==> src/rtl/ofdm_frame_scheduler.sv <==
// ofdm_frame_scheduler: TX frame phase sequencer (clear, training, SIGNAL, data, gap)
// with a per-phase watchdog and abort/error recovery; all outputs registered.
module ofdm_frame_scheduler #(
  parameter int CLR_CYC = 2,
  parameter int GAP_CYC = 16,
  parameter int TMO_W   = 12,
  parameter int TMO_CYC = 4000
) (
  input  logic       clk,
  input  logic       rst,
  input  logic       frame_req,
  input  logic [7:0] frame_nsym,
  input  logic       abort,
  output logic       tx_clr,
  output logic       train_start,
  input  logic       train_done,
  output logic       sig_start,
  input  logic       sig_done,
  output logic       data_start,
  input  logic       data_done,
  output logic [7:0] sym_cnt,
  output logic       busy,
  output logic       frame_done,
  output logic       frame_err
);
  localparam logic [2:0] S_IDLE  = 3'd0;
  localparam logic [2:0] S_CLR   = 3'd1;
  localparam logic [2:0] S_TRAIN = 3'd2;
  localparam logic [2:0] S_SIG   = 3'd3;
  localparam logic [2:0] S_DATA  = 3'd4;
  localparam logic [2:0] S_GAP   = 3'd5;
  localparam logic [2:0] S_RECOV = 3'd6;
  localparam int CW = $clog2(CLR_CYC + GAP_CYC + 1);

  logic [2:0]       r_state, w_state;
  logic [CW-1:0]    r_cnt, w_cnt;
  logic [TMO_W-1:0] r_wdog, w_wdog;
  logic [7:0]       r_nsym, w_nsym, r_sym_cnt, w_sym_cnt;
  logic             w_tmo, w_err, w_dstart, w_enter;
  logic             r_tx_clr, r_train_start, r_sig_start, r_data_start;
  logic             r_busy, r_frame_done, r_frame_err;

  always_comb begin
    w_state   = r_state;
    w_nsym    = r_nsym;
    w_sym_cnt = r_sym_cnt;
    w_err     = 1'b0;
    w_dstart  = 1'b0;
    w_tmo     = r_wdog == TMO_W'(TMO_CYC - 1);
    case (r_state)
      S_IDLE:
        if (frame_req) begin
          w_state   = S_CLR;
          w_nsym    = frame_nsym;
          w_sym_cnt = '0;
        end
      S_CLR:
        if (abort) w_state = S_RECOV;
        else if (r_cnt == CW'(CLR_CYC - 1)) w_state = S_TRAIN;
      S_TRAIN:
        if (abort) w_state = S_RECOV;
        else if (train_done) w_state = S_SIG;
        else if (w_tmo) begin
          w_state = S_RECOV;
          w_err   = 1'b1;
        end
      S_SIG:
        if (abort) w_state = S_RECOV;
        else if (sig_done) w_state = (r_nsym == '0) ? S_GAP : S_DATA;
        else if (w_tmo) begin
          w_state = S_RECOV;
          w_err   = 1'b1;
        end
      S_DATA:
        if (abort) w_state = S_RECOV;
        else if (data_done) begin
          w_sym_cnt = r_sym_cnt + 8'd1;
          if (w_sym_cnt == r_nsym) w_state = S_GAP;
          else w_dstart = 1'b1;
        end else if (w_tmo) begin
          w_state = S_RECOV;
          w_err   = 1'b1;
        end
      S_GAP:
        if (r_cnt == CW'(GAP_CYC - 1)) w_state = S_IDLE;
      S_RECOV:
        if (r_cnt == CW'(CLR_CYC + GAP_CYC - 1)) w_state = S_IDLE;
      default: w_state = S_IDLE;
    endcase
    w_enter = w_state != r_state;
    w_cnt   = w_enter ? '0 : r_cnt + 1'b1;
    // watchdog restarts on every phase entry and every data_start
    w_wdog  = (!w_enter && !w_dstart && (r_state == S_TRAIN || r_state == S_SIG || r_state == S_DATA))
              ? r_wdog + 1'b1 : '0;
  end

  always_ff @(posedge clk or posedge rst) begin
    if (rst) begin
      r_state       <= S_IDLE;
      r_cnt         <= '0;
      r_wdog        <= '0;
      r_nsym        <= '0;
      r_sym_cnt     <= '0;
      r_tx_clr      <= 1'b0;
      r_train_start <= 1'b0;
      r_sig_start   <= 1'b0;
      r_data_start  <= 1'b0;
      r_busy        <= 1'b0;
      r_frame_done  <= 1'b0;
      r_frame_err   <= 1'b0;
    end else begin
      r_state       <= w_state;
      r_cnt         <= w_cnt;
      r_wdog        <= w_wdog;
      r_nsym        <= w_nsym;
      r_sym_cnt     <= w_sym_cnt;
      r_tx_clr      <= w_state == S_CLR || (w_state == S_RECOV && w_cnt < CW'(CLR_CYC));
      r_train_start <= w_enter && w_state == S_TRAIN;
      r_sig_start   <= w_enter && w_state == S_SIG;
      r_data_start  <= w_state == S_DATA && (w_enter || w_dstart);
      r_busy        <= w_state != S_IDLE;
      r_frame_done  <= w_enter && w_state == S_GAP;
      r_frame_err   <= w_err;
    end
  end

  assign tx_clr      = r_tx_clr;
  assign train_start = r_train_start;
  assign sig_start   = r_sig_start;
  assign data_start  = r_data_start;
  assign sym_cnt     = r_sym_cnt;
  assign busy        = r_busy;
  assign frame_done  = r_frame_done;
  assign frame_err   = r_frame_err;
endmodule

==> config.mk <==
export PLATFORM = sky130hd
export DESIGN_NAME = ofdm_frame_scheduler
export DESIGN_NICKNAME = d
export VERILOG_FILES = /design/src/rtl/ofdm_frame_scheduler.sv
export SDC_FILE = /design/constraint.sdc
export NUM_CORES = 1
export LEC_CHECK = 0
export ABC_AREA = 1
export BUFFER_PORTS_ARGS = -buffer_cell sky130_fd_sc_hd__buf_4
export CORE_ASPECT_RATIO = 0.5
export CORE_MARGIN = 2
export CORE_UTILIZATION = 50
export CTS_CLUSTER_DIAMETER = 40
export DETAILED_ROUTE_END_ITERATION = 16
export PLACE_DENSITY = 0.69
export SLEW_MARGIN = 40
export SYNTH_ARGS = -nofsm -noshare
export SYNTH_HDL_FRONTEND = slang
export SYNTH_SLANG_ARGS = --single-unit
==> constraint.sdc <==
create_clock -name clk -period 2.3 [get_ports clk]
set_input_delay 0.345 -clock clk [delete_from_list [all_inputs] [get_ports clk]]
set_output_delay 0.345 -clock clk [all_outputs]
set_load 0.02 [all_outputs]
; ---- After elaboration in Yosys (flattened, before gate mapping)
; Cells that the tools add are included.
[classes]
muxes = 33
n_lt_le_gt_ge = 1
n_reduce_logical = 19
eq_ne = 21
n_addsub = 3
[ops]
columns = cell, count
row1 = $mux W3, 13
row2 = $mux W8, 3
row3 = $pmux W3 S7, 1
row4 = $eq A3 B3 Y1 const B, 6
row5 = $pmux W8 S2, 1
row6 = $add A12 B1 Y12 const B, 1
row7 = $eq A12 B12 Y1 const B, 1
row8 = $eq A3 B2 Y1 const B, 4
row9 = $mux W1, 12
row10 = $mux W12, 1
row11 = $add A8 B1 Y8 const B, 1
row12 = $eq A8 B8 Y1, 1
row13 = $logic_not A8 Y1, 1
row14 = $logic_and A1 B1 Y1, 7
row15 = $eq A3 B1 Y1 const B, 2
row16 = $ne A2 B2 Y1 const B, 3
row17 = $add A5 B1 Y5 const B, 1
row18 = $eq A5 B1 Y1 const B, 1
row19 = $eq A5 B4 Y1 const B, 1
row20 = $eq A5 B5 Y1 const B, 1
row21 = $lt A5 B2 Y1 const B, 1
row22 = $mux W5, 1
row23 = $logic_or A1 B1 Y1, 4
row24 = $reduce_and A4 Y1, 1
row25 = other kinds (7), 8
[totals]
output_inout_bits = 15
word_cells = 89
register_bits = 43

; ---- Longest topological paths before layout
[depth]
depth_word = 11
ltp_mapped = 21
mapped_depth_nobuf = 21

; ---- Least setup slack after synthesis
; OpenSTA, ideal clock, no wires.
[synth_path]
path_type = reg2reg
startpoint = register r_sym_cnt[0], in the netlist sym_cnt[0]
endpoint = register r_wdog[6]
n_path_buf = 1
arrival_ps = 2185
slack_ps = -13
path_stages_with_launch = 19
period_less_slack_ps = 2313
setup_time_ps = 128
cell_sequence = dfrtp_1 -> ha_1 -> xnor2_1 -> nand2_1 -> nor2_1 -> nand2_1 -> nor2_1 -> nand3_2 -> nand2_1 -> nand2_1 -> nand2_1 -> nand2_2 -> nand2_4 -> nand2_1 -> nand2_4 -> inv_4 -> nand3b_4 -> buf_12 -> nor2_4
[synth_via]
elab_chain_len = 11
word_cells_on_any_way = 16
cone_classes = add/sub (1) / eq/ne (2) / mux (9) / reduce/logical (4)
[synth_rtl]
columns = item, line
row1 = "start, declared", 38  ; logic [7:0] r_nsym, w_nsym, r_sym_cnt, w_sym_cnt;
row2 = "start signal, assigned", 116  ; r_sym_cnt <= w_sym_cnt;
row3 = $add A8 B1 Y8, 77  ; w_sym_cnt = r_sym_cnt + 8'd1;
row4 = $eq A8 B8 Y1, 78  ; if (w_sym_cnt == r_nsym) w_state = S_GAP;
row5 = $mux W3, 78
row6 = $mux W3, 76  ; else if (data_done) begin
row7 = $mux W3, 75  ; if (abort) w_state = S_RECOV;
row8 = $pmux W3 S7, 50  ; case (r_state)
row9 = via w_state[0], 35  ; logic [2:0] r_state, w_state;
row10 = $ne A3 B3 Y1, 90  ; w_enter = w_state != r_state;
row11 = $logic_not A1 Y1, 93  ; w_wdog = (!w_enter && !w_dstart && (r_state == S_TRAIN || r_state == S_SIG || r_state == S_DATA))
row12 = $logic_and A1 B1 Y1 (2 in series), 93
row13 = $mux W12, 94  ; ? r_wdog + 1'b1 : '0;
row14 = via w_wdog[6], 37  ; logic [TMO_W-1:0] r_wdog, w_wdog;
row15 = "end signal, assigned", 114  ; r_wdog <= w_wdog;
row16 = "end, declared", 37
; The timed path passes the listed nets, and every way through them passes these cells.
; A chain may end at the register's enable or synchronous reset.

; ---- Worst setup path after layout
[layout_path]
startpoint = register r_wdog[0]
endpoint = register r_wdog[10]
[layout_via]
elab_chain_len = 10
word_cells_on_any_way = 15
cone_classes = add/sub (1) / eq/ne (2) / mux (9) / reduce/logical (3)
[layout_rtl]
columns = item, line
row1 = $eq A12 B12 Y1, 49  ; w_tmo = r_wdog == TMO_W'(TMO_CYC - 1);
row2 = $mux W3, "63, 70, 80"
row3 = $mux W3 (on tied branches), "76, 62, 69"
row4 = $mux W3 (on tied branches), "75, 61, 68"
row5 = $pmux W3 S7, 50
row6 = $ne A3 B3 Y1, 90
row7 = $logic_not A1 Y1, 93
row8 = $logic_and A1 B1 Y1 (2 in series), 93
row9 = $mux W12 *, 94
row10 = via w_wdog[10], 37
; Mark *: on every way through the listed nets, which the timed path passes. The rest lies on a longest branch.

==> results.md <==
- Clock Tree Buf Depth: 2
- Total CTS buffers: 5
- Die W: 105 um
- Gp weighted congestion: 0.887
- Sequential area share after synthesis: 0.419
- Max-slew violations: 0
- Hold buffer count at cts: 0
- Clock-pin slew on the worst setup and hold paths: 80 ps
- Syn_area_per_cell: 8.10 sq um
- Post-Syn Instances: 317
- Worst r2r dst: r_wdog[10]$_DFF_PP0_
- DRC violations left: 0
- Max stage delay cell, worst path: dfrtp_1
- Worst Setup End Kind: register
- Sw power: 0.00160 W
- Final worst path period share: 0.983
- Final hold violation count: 0
- Switching share of power: 0.439
- Initial antenna violation count: 0
- Reg2reg start: r_wdog[0]$_DFF_PP0_
- Setup crit start: r_wdog[0]$_DFF_PP0_
- Critical path startpoint category: register
- DRT antenna net count: 0
- Reg2Reg Setup Slack: 40 ps
- Tot GR Track Use: 0.207
- Max-slew headroom: 0.648
- Vias per cell: 5.10
- Fmax: 442 MHz
- Root buf cell: clkbuf_8
- Tmin final: 2260 ps
- Diode count: 0
- Ys Warns: 0
- Pleak: 1.54 nW
- Post-synth EDFFs: 0
- Clock Power Share: 0.146
- Reg power frac: 0.295
- Count leader, synth: nand2_1
- Layout cell share with drive strength beyond 1: 0.302
- Critical Path RT: 2530 ps
- # setup viols final: 0
- Setup Skew: 6.12 ps
- Post-route insts no fill: 437
- Placed Instances: 427
- Hold WC Path Type: in -> async
- Primary FF master, synth: dfrtp_1
- Max stage delay on crit path: 380 ps
- Clk_lat worst skew: 300 ps
- Total core area: 4930 sq um
- Crit path buf inv count: 3
- Cell mode on critical path: nand2_1
- Maxcap violations: 0
- # IOs: 30
- Full die area: 5760 sq um
- Status: complete, no violations
- Cell Pwr Density: 1140 nW/um^2
- R2R cell count: 15
- First-pass GRT wire length: 9.32 mm
- CP Class: reg -> reg
- Top cells by count, synth: nand2_1 (71), dfrtp_1 (43), inv_1 (39), nand3_1 (32), nor2_1 (31)
- Post-Syn Nets: 337
- CTS sink cnt: 43
- Synth Register Bits: 43
- Post-place setup slack: -8.00 ps
- Num rows: 18
- Total gr overflow: 0
- TritonCTS clock tree: yes
- Chip Height: 54.7 um
- Largest net degree at the start of global routing: 44
- Worst Max-Slew Pin Slew: 527 ps
- Final total power: 0.00366 W
- Ys async rst share: 1.00
- Vias: 2230
- Comb pwr share: 0.559
- Cell Int Power: 0.00205 W
- Max FO, Critical Path: 7
- Drt first-iter violations: 130
- Delay-heaviest family, CP: simple AND/OR/NAND/NOR gates
- Vias in the first global route: 2122
- Initial Util: 0.520
- Post-synth cell types: 36
- Crit-path cells: ha_1 -> nand2_1 -> nor2_1 -> nand2_1 -> inv_1 -> nand2_1 -> nor2_2 -> nor3_4 -> xor2_2 -> a21oi_4 -> nand2_4 -> inv_4 -> nand3b_4 -> buf_12 -> nor2_4
- Final Worst Setup Slack: 39.8 ps
- Mapped Area: 2570 sq um
- Nets@finish: 386
- Synth area leader: dfrtp_1
- RSZ-0062 raised after global routing: true
- Synthesis-to-finish area growth: 24.4%
- Crit path DAT: 2490 ps
- DR WL/cell: 12.8 um
- Final wirelength: 5.61 mm
- Util after Layout: 0.647
- IO buf count: 29
- Area share of the largest cell type after synthesis: 0.419
- H-tree depth: 2
- Peak VDD IR: 0.669 mV
- HPWL after DPL: 4.07 mm
- DR pass1 iterations: 4
- Area contributors post-synth: dfrtp_1 (42%), nand2_1 (10%), nand3_1 (6.2%)
## placed cells by master, fill, tap and decap left out, types with 3 or more instances in the layout
| cell | count |
|---|---|
| nor4_1 | 3 |
| nand2_2 | 6 |
| nor2_2 | 6 |
| nor3_1 | 6 |
| inv_1 | 37 |
| nand2_1 | 66 |
| nand3_2 | 9 |
| o21ai_0 | 12 |
| nand3_1 | 24 |
| o22ai_1 | 4 |
| ha_1 | 3 |
| buf_4 | 41 |
| xor2_1 | 7 |
| nor2_1 | 30 |
| clkbuf_8 | 7 |
| a21oi_1 | 3 |
| dfrtp_1 | 42 |
| xnor2_1 | 6 |
| inv_2 | 8 |
| nor2_4 | 14 |
| nand2_4 | 6 |
## cells by family (layout without fill, tap and decap cells)
| logic type | after synthesis | in the layout | synth area share |
|---|---|---|---|
| adders and majority gates | 5 | 5 | 0.0244 |
| xor gates and xnor gates | 14 | 14 | 0.0478 |
| DFF | 43 | 43 | 0.419 |
| AOI/OAI and AO/OA | 28 | 28 | 0.0683 |
| and+or+nand+nor | 179 | 179 | 0.363 |
| buffers and inverters | 48 | 98 | 0.0775 |
## worst max path at each step
stage                      endpoint  slack, ps  depth (start not counted)
2_1_floorplan   r_wdog[6]$_DFF_PP0_        0.5                         19
3_3_place_gp   r_wdog[11]$_DFF_PP0_         50                         17
3_5_place_dp   r_wdog[11]$_DFF_PP0_         -8                         19
4_1_cts        r_wdog[11]$_DFF_PP0_          6                         17
5_1_grt            tx_clr$_DFF_PP0_       -130                         19
6_report       r_wdog[10]$_DFF_PP0_         40                         15
## flip-flops by register name (all words and copies together) (netlist names), 3 cells and up
name / flops
sym_cnt: 8
r_cnt: 5
r_wdog: 12
r_nsym: 8
r_state: 3
## tightest hold or removal path, stage by stage
cell   delay, ps
buf_4        110
inv_1         40
buf_4        450
## power groups by stage
stage               sequential, W  clock, W  combinational [W]
global route              0.00110  0.000578            0.00226
detailed placement        0.00108         0            0.00186
CTS                       0.00107  0.000548            0.00192
global placement          0.00108         0            0.00182
floorplan                 0.00110         0            0.00126
finish                    0.00108  0.000532            0.00205
## routing by layer
metal / track usage / part of all wire / vias up
li1: - / - / 1107
met1: 0.251 / 0.44 / 1081
met2: 0.388 / 0.52 / 35
met3: 0.0429 / 0.029 / 7
met4: 0.0600 / 0.010 / 0
met5: 0 / 0 / -
## per-stage QoR
stage	TNS (ps)	hold slack [ps]	instance area, sq um
floorplan	0	418	2570
global placement	0	450	2970
detailed placement	-14.6	453	2970
CTS	0	209	3090
global route	-1510	238	3190
finish	0	186	3190
## area by class of cell
type                       instances  area [sq um]
tap                               70          87.6
sequential                        43          1080
timing repair buffer              44           359
multi-input combinational        226          1390
fill                             411          1740
inverter                          46           175
clock buffer                       8           100
## repair_timing
| action | 4_1_cts | 5_1_grt |
|---|---|---|
| endpoints found under the setup margin | 12 | 15 |
| gates cloned | 0 | 0 |
| resized for setup | 1 | 24 |
| setup buffers | 1 | 1 |
| endpoints found under the hold margin | 0 | 0 |
| pin swaps | 2 | 10 |
(Power assumes the default switching activity.)
